$ cat config.mk
export PLATFORM = sky130hd
export DESIGN_NAME = imem_loader
export DESIGN_NICKNAME = d
export VERILOG_FILES = /design/src/rtl/imem_loader.sv
export SDC_FILE = /design/constraint.sdc
export NUM_CORES = 1
export LEC_CHECK = 0
export ABC_AREA = 1
export CAP_MARGIN = 20
export CORE_UTILIZATION = 40
export DETAILED_ROUTE_END_ITERATION = 8
export PLACE_DENSITY_LB_ADDON = 0.12
export SLEW_MARGIN = 5
export SYNTH_ARGS = -nofsm -noshare
export SYNTH_HDL_FRONTEND = slang
export SYNTH_SLANG_ARGS = --single-unit
$ cat constraint.sdc
create_clock -name clk -period 1.7 [get_ports clk]
set_input_delay 0.34 -clock clk [delete_from_list [all_inputs] [get_ports clk]]
set_output_delay 0.34 -clock clk [all_outputs]
set_load 0.03 [all_outputs]
$ cat src/rtl/imem_loader.sv
// Instruction-memory loader: parses a byte stream (count, N words, XOR checksum),
// writes each word into instruction memory and holds the CPU while the load runs.
module imem_loader #(
  parameter int ADDR_W = 4
) (
  input  logic              clk,
  input  logic              rst,
  input  logic              start,
  input  logic              byte_valid,
  input  logic [7:0]        byte_data,
  output logic              byte_ready,
  output logic              we,
  output logic [ADDR_W-1:0] waddr,
  output logic [15:0]       wdata,
  output logic              cpu_hold,
  output logic              done,
  output logic              err
);

  localparam int DEPTH = 1 << ADDR_W;

  typedef enum logic [2:0] {
    IDLE, COUNT, HI, LO, WRITE, CHK, DONE, ERR
  } state_t;

  state_t state, state_nx;

  // One spare bit so N = DEPTH fits and the word index can never wrap.
  logic [ADDR_W:0] n_q;
  logic [ADDR_W:0] idx_q;
  logic [7:0]      hi_q;
  logic [7:0]      xor_q;

  logic accept;
  logic count_ok;

  assign accept   = byte_valid && byte_ready;
  assign count_ok = (byte_data != 8'd0) && (32'(byte_data) <= DEPTH);

  // Status outputs decode straight from state, so an async reset clears them at once.
  always_comb begin
    byte_ready = (state == COUNT) || (state == HI) || (state == LO) || (state == CHK);
    we         = (state == WRITE);
    cpu_hold   = (state != IDLE);
    done       = (state == DONE);
    err        = (state == ERR);
  end

  // NOTE: every combinational output gets a default first so no path infers a latch.
  always_comb begin
    state_nx = state;
    unique case (state)
      IDLE:  if (start) state_nx = COUNT;
      COUNT: if (accept) state_nx = count_ok ? HI : ERR;
      HI:    if (accept) state_nx = LO;
      LO:    if (accept) state_nx = WRITE;
      WRITE: state_nx = (idx_q == n_q - 1'b1) ? CHK : HI;
      CHK:   if (accept) state_nx = (byte_data == xor_q) ? DONE : ERR;
      DONE:  state_nx = IDLE;
      ERR:   if (start) state_nx = COUNT;
      default: state_nx = IDLE;
    endcase
  end

  // NOTE: sequential state uses non-blocking assignments only, so all registers
  // update together from values sampled before the edge.
  always_ff @(posedge clk or posedge rst) begin
    if (rst) state <= IDLE;
    else     state <= state_nx;
  end

  // waddr/wdata are loaded on the low-byte accept, are valid during WRITE and
  // simply hold afterwards; a reset before that edge drops a half-built word.
  always_ff @(posedge clk or posedge rst) begin
    if (rst) begin
      n_q   <= '0;
      idx_q <= '0;
      hi_q  <= '0;
      xor_q <= '0;
      waddr <= '0;
      wdata <= '0;
    end else begin
      unique case (state)
        COUNT: if (accept && count_ok) begin
          n_q   <= byte_data[ADDR_W:0];
          idx_q <= '0;
          xor_q <= byte_data;
        end
        HI: if (accept) begin
          hi_q  <= byte_data;
          xor_q <= xor_q ^ byte_data;
        end
        LO: if (accept) begin
          wdata <= {hi_q, byte_data};
          waddr <= idx_q[ADDR_W-1:0];
          xor_q <= xor_q ^ byte_data;
        end
        WRITE: idx_q <= idx_q + 1'b1;
        default: ;
      endcase
    end
  end

endmodule

# After elaboration in Yosys (flattened, before gate mapping)
# Index checks and enable logic that the tools add are counted.
word_totals:
  out_inout_bits: 25
  in_bits: 12
  reg_bits: 49
op_classes:
  n_addsub: 2
  mux: 14
  n_lt_le_gt_ge: 1
  n_bitwise: 1
  reduce_logical: 19
  n_eq_ne: 16
op_table:
  columns: ["op", "count"]
  rows:
  - ["$mux W3", 7]
  - ["$pmux W3 S7", 1]
  - ["$mux W8", 2]
  - ["$pmux W8 S2", 1]
  - ["$eq A3 B3 Y1 const B", 4]
  - ["$pmux W5 S2", 1]
  - ["$eq A8 B8 Y1", 1]
  - ["$le A8 B5 Y1 const B", 1]
  - ["$ne A2 B2 Y1 const B", 4]
  - ["$reduce_and A2 Y1", 4]
  - ["$reduce_bool A8 Y1", 1]
  - ["$xor A8 B8 Y8", 1]
  - ["$eq A3 B2 Y1 const B", 2]
  - ["$ne A2 B1 Y1 const B", 3]
  - ["$add A5 B1 Y5 const B", 1]
  - ["$eq A5 B5 Y1", 1]
  - ["$mux W5", 1]
  - ["$reduce_and A5 Y1", 1]
  - ["$sub A5 B1 Y5 const B", 1]
  - ["$reduce_bool A2 Y1", 2]
  - ["$reduce_or A2 Y1", 2]
  - ["$eq A3 B1 Y1 const B", 1]
  - ["$logic_and A1 B1 Y1", 3]
  - ["$logic_not A3 Y1", 1]
  - ["other kinds (4)", 6]

# Logic depth before layout (Yosys ltp)
logic_depth:
  word_depth: 8
  depth_mapped: 12

# Worst setup path before layout
# Ideal clock, no wire load.
synth_path:
  path_type: "register -> register"
  from: "register n_q[0]"
  to: "register state[0]"
  arrival_ns: 1.279
  path_stages_with_launch: 13
  path_buffers: 0
  synth_period_minus_slack_ns: 1.342
  setup_slack_ns: 0.358
  required_time_ns: 1.637
  setup_time_ns: 0.063
  cell_sequence: "dfrtp_1 > inv_1 > ha_1 > inv_1 > nand2_1 > nand2_1 > nor2_1 > nand2_1 > nor2_1 > nand3_1 > nand4_1 > nand2_1 > inv_1"
synth_via:
  elab_chain_len: 4
synth_lines:
  columns: ["element", "line", "source"]
  rows:
  - ["from (decl)", "29", "logic [ADDR_W:0] n_q;"]
  - ["from (signal assigned)", "85", "n_q <= byte_data[ADDR_W:0];"]
  - ["$sub A5 B1 Y5", "57", "WRITE: state_nx = (idx_q == n_q - 1'b1) ? CHK : HI;"]
  - ["$eq A5 B5 Y1", "57", null]
  - ["$mux W3", "57", null]
  - ["$pmux W3 S7", "52", "unique case (state)"]
  - ["to (signal assigned)", "69", "else state <= state_nx;"]
  - ["to (decl)", "26", "state_t state, state_nx;"]
# Every way passes these cells.
# A chain may end at the register's enable or synchronous reset.

# Worst setup path after layout
layout_path:
  from: "register waddr[0]"
  to: "output waddr[0]"
layout_lines:
  columns: ["element", "line", "source"]
  rows:
  - ["from (decl)", "13", "output logic [ADDR_W-1:0] waddr,"]
  - ["from (signal assigned)", "95", "waddr <= idx_q[ADDR_W-1:0];"]
# No word-level cell between the ends.

==> impl_metrics.py <==
metrics = {
    "layout": {
        "register_area_um2": 1230,
        "final_layout_size_suffix_gt1_share_pct": 20.6,
        "layout-area-overhead-vs-synth_pct": 31.0,
        "multi_input_combinational_cell_area_um2": 1120,
        "final.fill_count": 579,
        "final_nets": 396,
        "diodes": 0,
        "final_cell_count_no_fill": 458,
    },
    "yosys": {
        "synthesis.instances": 315,
        "syn-num-nets": 329,
        "synth.yosys.seq_area_share_pct": 48.4,
        "synth-seq-cells": 49,
        "synthFlopType": "sky130_fd_sc_hd__dfrtp_1",
        "mappedNetlistArea_um2": 2530,
        "ys.warnings.count": 0,
        "synth_async_sr_flop_share_pct": 100,
        "synth-edff-count": 0,
        "syn_area_per_cell_um2": 8.05,
        "ys_types": 32,
    },
    "sta": {
        "clock.fmax_ghz": 0.603,
        "finalCriticalPeriod_ns": 1.66,
        "report.final.slew_viol_count": 0,
        "timing.final.crit_share_pct": 97.6,
        "fin_skew_ns": 0.00759,
        "slew_at_the_pin_closest_to_its_max_slew_limit_ns": 0.324,
        "hold_viol_final": 0,
        "grt_setup_unrepaired": "true",
        "slew-limit-headroom_pct": 78.4,
        "final_setup_violation_count": 0,
        "whs_ns": 0.378,
    },
    "clock_network": {
        "cts_hold_buf": 0,
        "tritoncts_clock_tree": "built",
        "clock_tree.htree_level_count": 2,
        "clk_root_buffer_cell": "sky130_fd_sc_hd__clkbuf_8",
        "insertion_delay_ns": 0.31,
        "worst_path_clk_slew_ns": 0.09,
        "cts-root-to-sink-buffers": 2,
        "cts-buffers-inserted": 5,
        "cts_sinks": 49,
    },
    "grt": {
        "grt_antenna_before_repair": 0,
        "global_route_wire_length_before_repair_um": 8500,
        "track_usage_pct": 16.9,
        "number_of_global_route_vias_before_repair": 1848,
        "grt_remaining_overflow": 0,
        "maximum_number_of_pins_on_one_net_before_global_route_repair": 50,
    },
    "detailed_routing": {
        "vias": 2110,
        "drt-total-wl_um": 5130,
        "drtAntennaViolNets": 0,
        "detailedRoute.firstIterationViolations": 75,
        "post-route-drc-count": 0,
        "avgViaCountPerCell": 4.61,
        "wirelength_per_cell_um": 11.2,
        "detailedRoute.firstPassIterationCount": 4,
    },
    "critical_path": {
        "timing.critical_path.slowest_stage_cell": "sky130_fd_sc_hd__clkdlybuf4s50_1",
        "buffer_and_inverter_count_on_the_worst_path": 1,
        "timing.critical_path.required_ns": 1.36,
        "rrSetupSlack_ns": 0.19,
        "worst-path-max-fanout": 2,
        "timing.critical_path.to_type": "primary output",
        "critPathArrivalTime_ns": 1.32,
        "max_stage_delay_ns": 0.67,
        "critPathKind": "reg -> out",
        "setup.worst_path.start_class": "flop",
        "path_cells": "clkdlybuf4s50_1",
        "path_delay_family": "buffers and inverters",
    },
    "run": {
        "cap_violations": 0,
    },
    "pwr": {
        "p_leak_nw": 1.85,
        "p_per_area_nw_per_um2": 1810,
        "vdd.ir_drop.worst_v": 0.00111,
    },
    "die": {
        "total_die_area_um2": 6660,
        "core_region_area_um2": 6030,
        "horizontal_die_dimension_um": 81.6,
        "std_cell_rows": 28,
        "floorplan.io_pins": 37,
        "starting_utilization_of_the_core_area_pct": 42.1,
        "chipHeight_um": 81.6,
    },
    "placement": {
        "routabilityCongestion": 0.787,
        "dp_cells": 446,
        "dpl.hpwl_um": 3830,
        "numPortBuffers": 36,
    },
    "outcome": {
        "run_status": "finished, final reports clean",
    },
    "worst_hold_path": {
        "path_category_of_the_worst_min_delay_check": "in -> async",
    },
}
cells in the mapped netlist (2+ instances only):
cell | count | area [um^2]
sky130_fd_sc_hd__mux2_4 | 6 | 90.1
sky130_fd_sc_hd__o21ai_0 | 13 | 65.1
sky130_fd_sc_hd__nor2_1 | 18 | 67.6
sky130_fd_sc_hd__mux2_2 | 2 | 22.5
sky130_fd_sc_hd__nand3_1 | 7 | 35.0
sky130_fd_sc_hd__o21ai_1 | 29 | 145
sky130_fd_sc_hd__buf_2 | 3 | 15.0
sky130_fd_sc_hd__ha_1 | 2 | 25.0
sky130_fd_sc_hd__nand2_1 | 114 | 428
sky130_fd_sc_hd__a21oi_1 | 3 | 15.0
sky130_fd_sc_hd__dfrtp_1 | 49 | 1230
sky130_fd_sc_hd__nand4_1 | 2 | 12.5
sky130_fd_sc_hd__nand2_2 | 6 | 37.5
sky130_fd_sc_hd__buf_6 | 2 | 22.5
sky130_fd_sc_hd__inv_1 | 34 | 128
sky130_fd_sc_hd__o21ai_2 | 4 | 35.0
sky130_fd_sc_hd__inv_2 | 4 | 15.0
sky130_fd_sc_hd__clkbuf_1 | 2 | 7.51
sky130_fd_sc_hd__nor2_2 | 2 | 12.5
layer usage:
| layer | routed length, um | GRT usage (%) |
|---|---|---|
| met1 | 2590 | 23.6 |
| met2 | 2360 | 26.7 |
| met3 | 141 | 3.33 |
| met4 | 40 | 4.74 |
| met5 | 0 | 0 |
final timing paths:
path,startpoint,to,cells past startpoint
max reg2reg,n_q[0],state[0],12
max in group asynchronous,rst,state[2],3
min,rst,wdata[3],3
min in group clk,wdata[3],wdata[3],2
min reg2reg,wdata[3],wdata[3],2
max,waddr[0],waddr[0],1
registers in the layout (all words and copies together) (netlist names):
register and cells:
wdata 16, hi_q 8, xor_q 8, idx_q 5, n_q 5, waddr 4
state 3
timing repair:
item,4_1_cts,5_1_grt
cloned,0,0
pin swaps,0,1
resized for setup,8,17
setup endpoints to repair,9,19
buffers inserted,0,4
kinds of logic (layout without fill, tap and decap cells):
family | count (synthesis) | after routing | share of synthesized area [%]
and+or+nand+nor | 157 | 157 | 27.1
AOI/OAI and AO/OA | 52 | 52 | 11.1
DFF | 49 | 49 | 48.4
buffers and inverters | 46 | 114 | 7.65
muxes | 8 | 8 | 4.44
adders and majority gates | 2 | 2 | 0.987
xor gates and xnor gates | 1 | 1 | 0.346
cell type report:
type,count,area share (%)
repair buffers,67,18.9
flip-flops and latches,49,37.0
clock inverters,2,0.528
clock buffers,6,2.49
multi-input cells,220,33.8
well taps,75,2.83
inverters,39,4.48
worst min-delay path: cells and delay by family:
| kind | cells | cell delay, ns |
|---|---|---|
| buffers and inverters | 3 | 0.73 |
report_power, final:
part | switching (W) | internal [W]
Sequential | 0.000353 | 0.00170
Combinational | 0.00190 | 0.00130
Clock | 0.000411 | 0.000338
cell usage in the layout (no fill, tap or decap), types with 2 or more instances in the layout:
cell type	count
sky130_fd_sc_hd__o21ai_1	29
sky130_fd_sc_hd__dlymetal6s2s_1	14
sky130_fd_sc_hd__dlygate4sd2_1	7
sky130_fd_sc_hd__nand3_1	6
sky130_fd_sc_hd__o21ai_2	4
sky130_fd_sc_hd__inv_1	33
sky130_fd_sc_hd__buf_4	32
sky130_fd_sc_hd__o21ai_0	13
sky130_fd_sc_hd__nor2_2	3
sky130_fd_sc_hd__nand2_2	6
sky130_fd_sc_hd__clkbuf_8	6
sky130_fd_sc_hd__clkdlybuf4s50_1	12
sky130_fd_sc_hd__nand3_2	2
sky130_fd_sc_hd__nand4_1	2
sky130_fd_sc_hd__mux2_2	2
sky130_fd_sc_hd__ha_1	2
sky130_fd_sc_hd__nand2_1	114
sky130_fd_sc_hd__mux2_4	6
sky130_fd_sc_hd__a21oi_1	3
sky130_fd_sc_hd__inv_2	5
sky130_fd_sc_hd__dfrtp_1	48
sky130_fd_sc_hd__nor2_1	17
metrics by stage:
stage          utilization [%]  setup slack (ns)  setup TNS, ns  area [um^2]  total power (W)
2_1_floorplan                -             0.187              0         2530          0.00430
3_3_place_gp              52.3            -0.166          -2.56         3150          0.00525
3_5_place_dp              52.3            -0.212          -3.22         3150          0.00531
4_1_cts                   53.8           0.00329              0         3240          0.00603
5_1_grt                   55.1           -0.0268        -0.0539         3320          0.00651
6_report                  55.1            0.0411              0         3320          0.00600
Note: power is estimated with default switching activity, not from simulation.
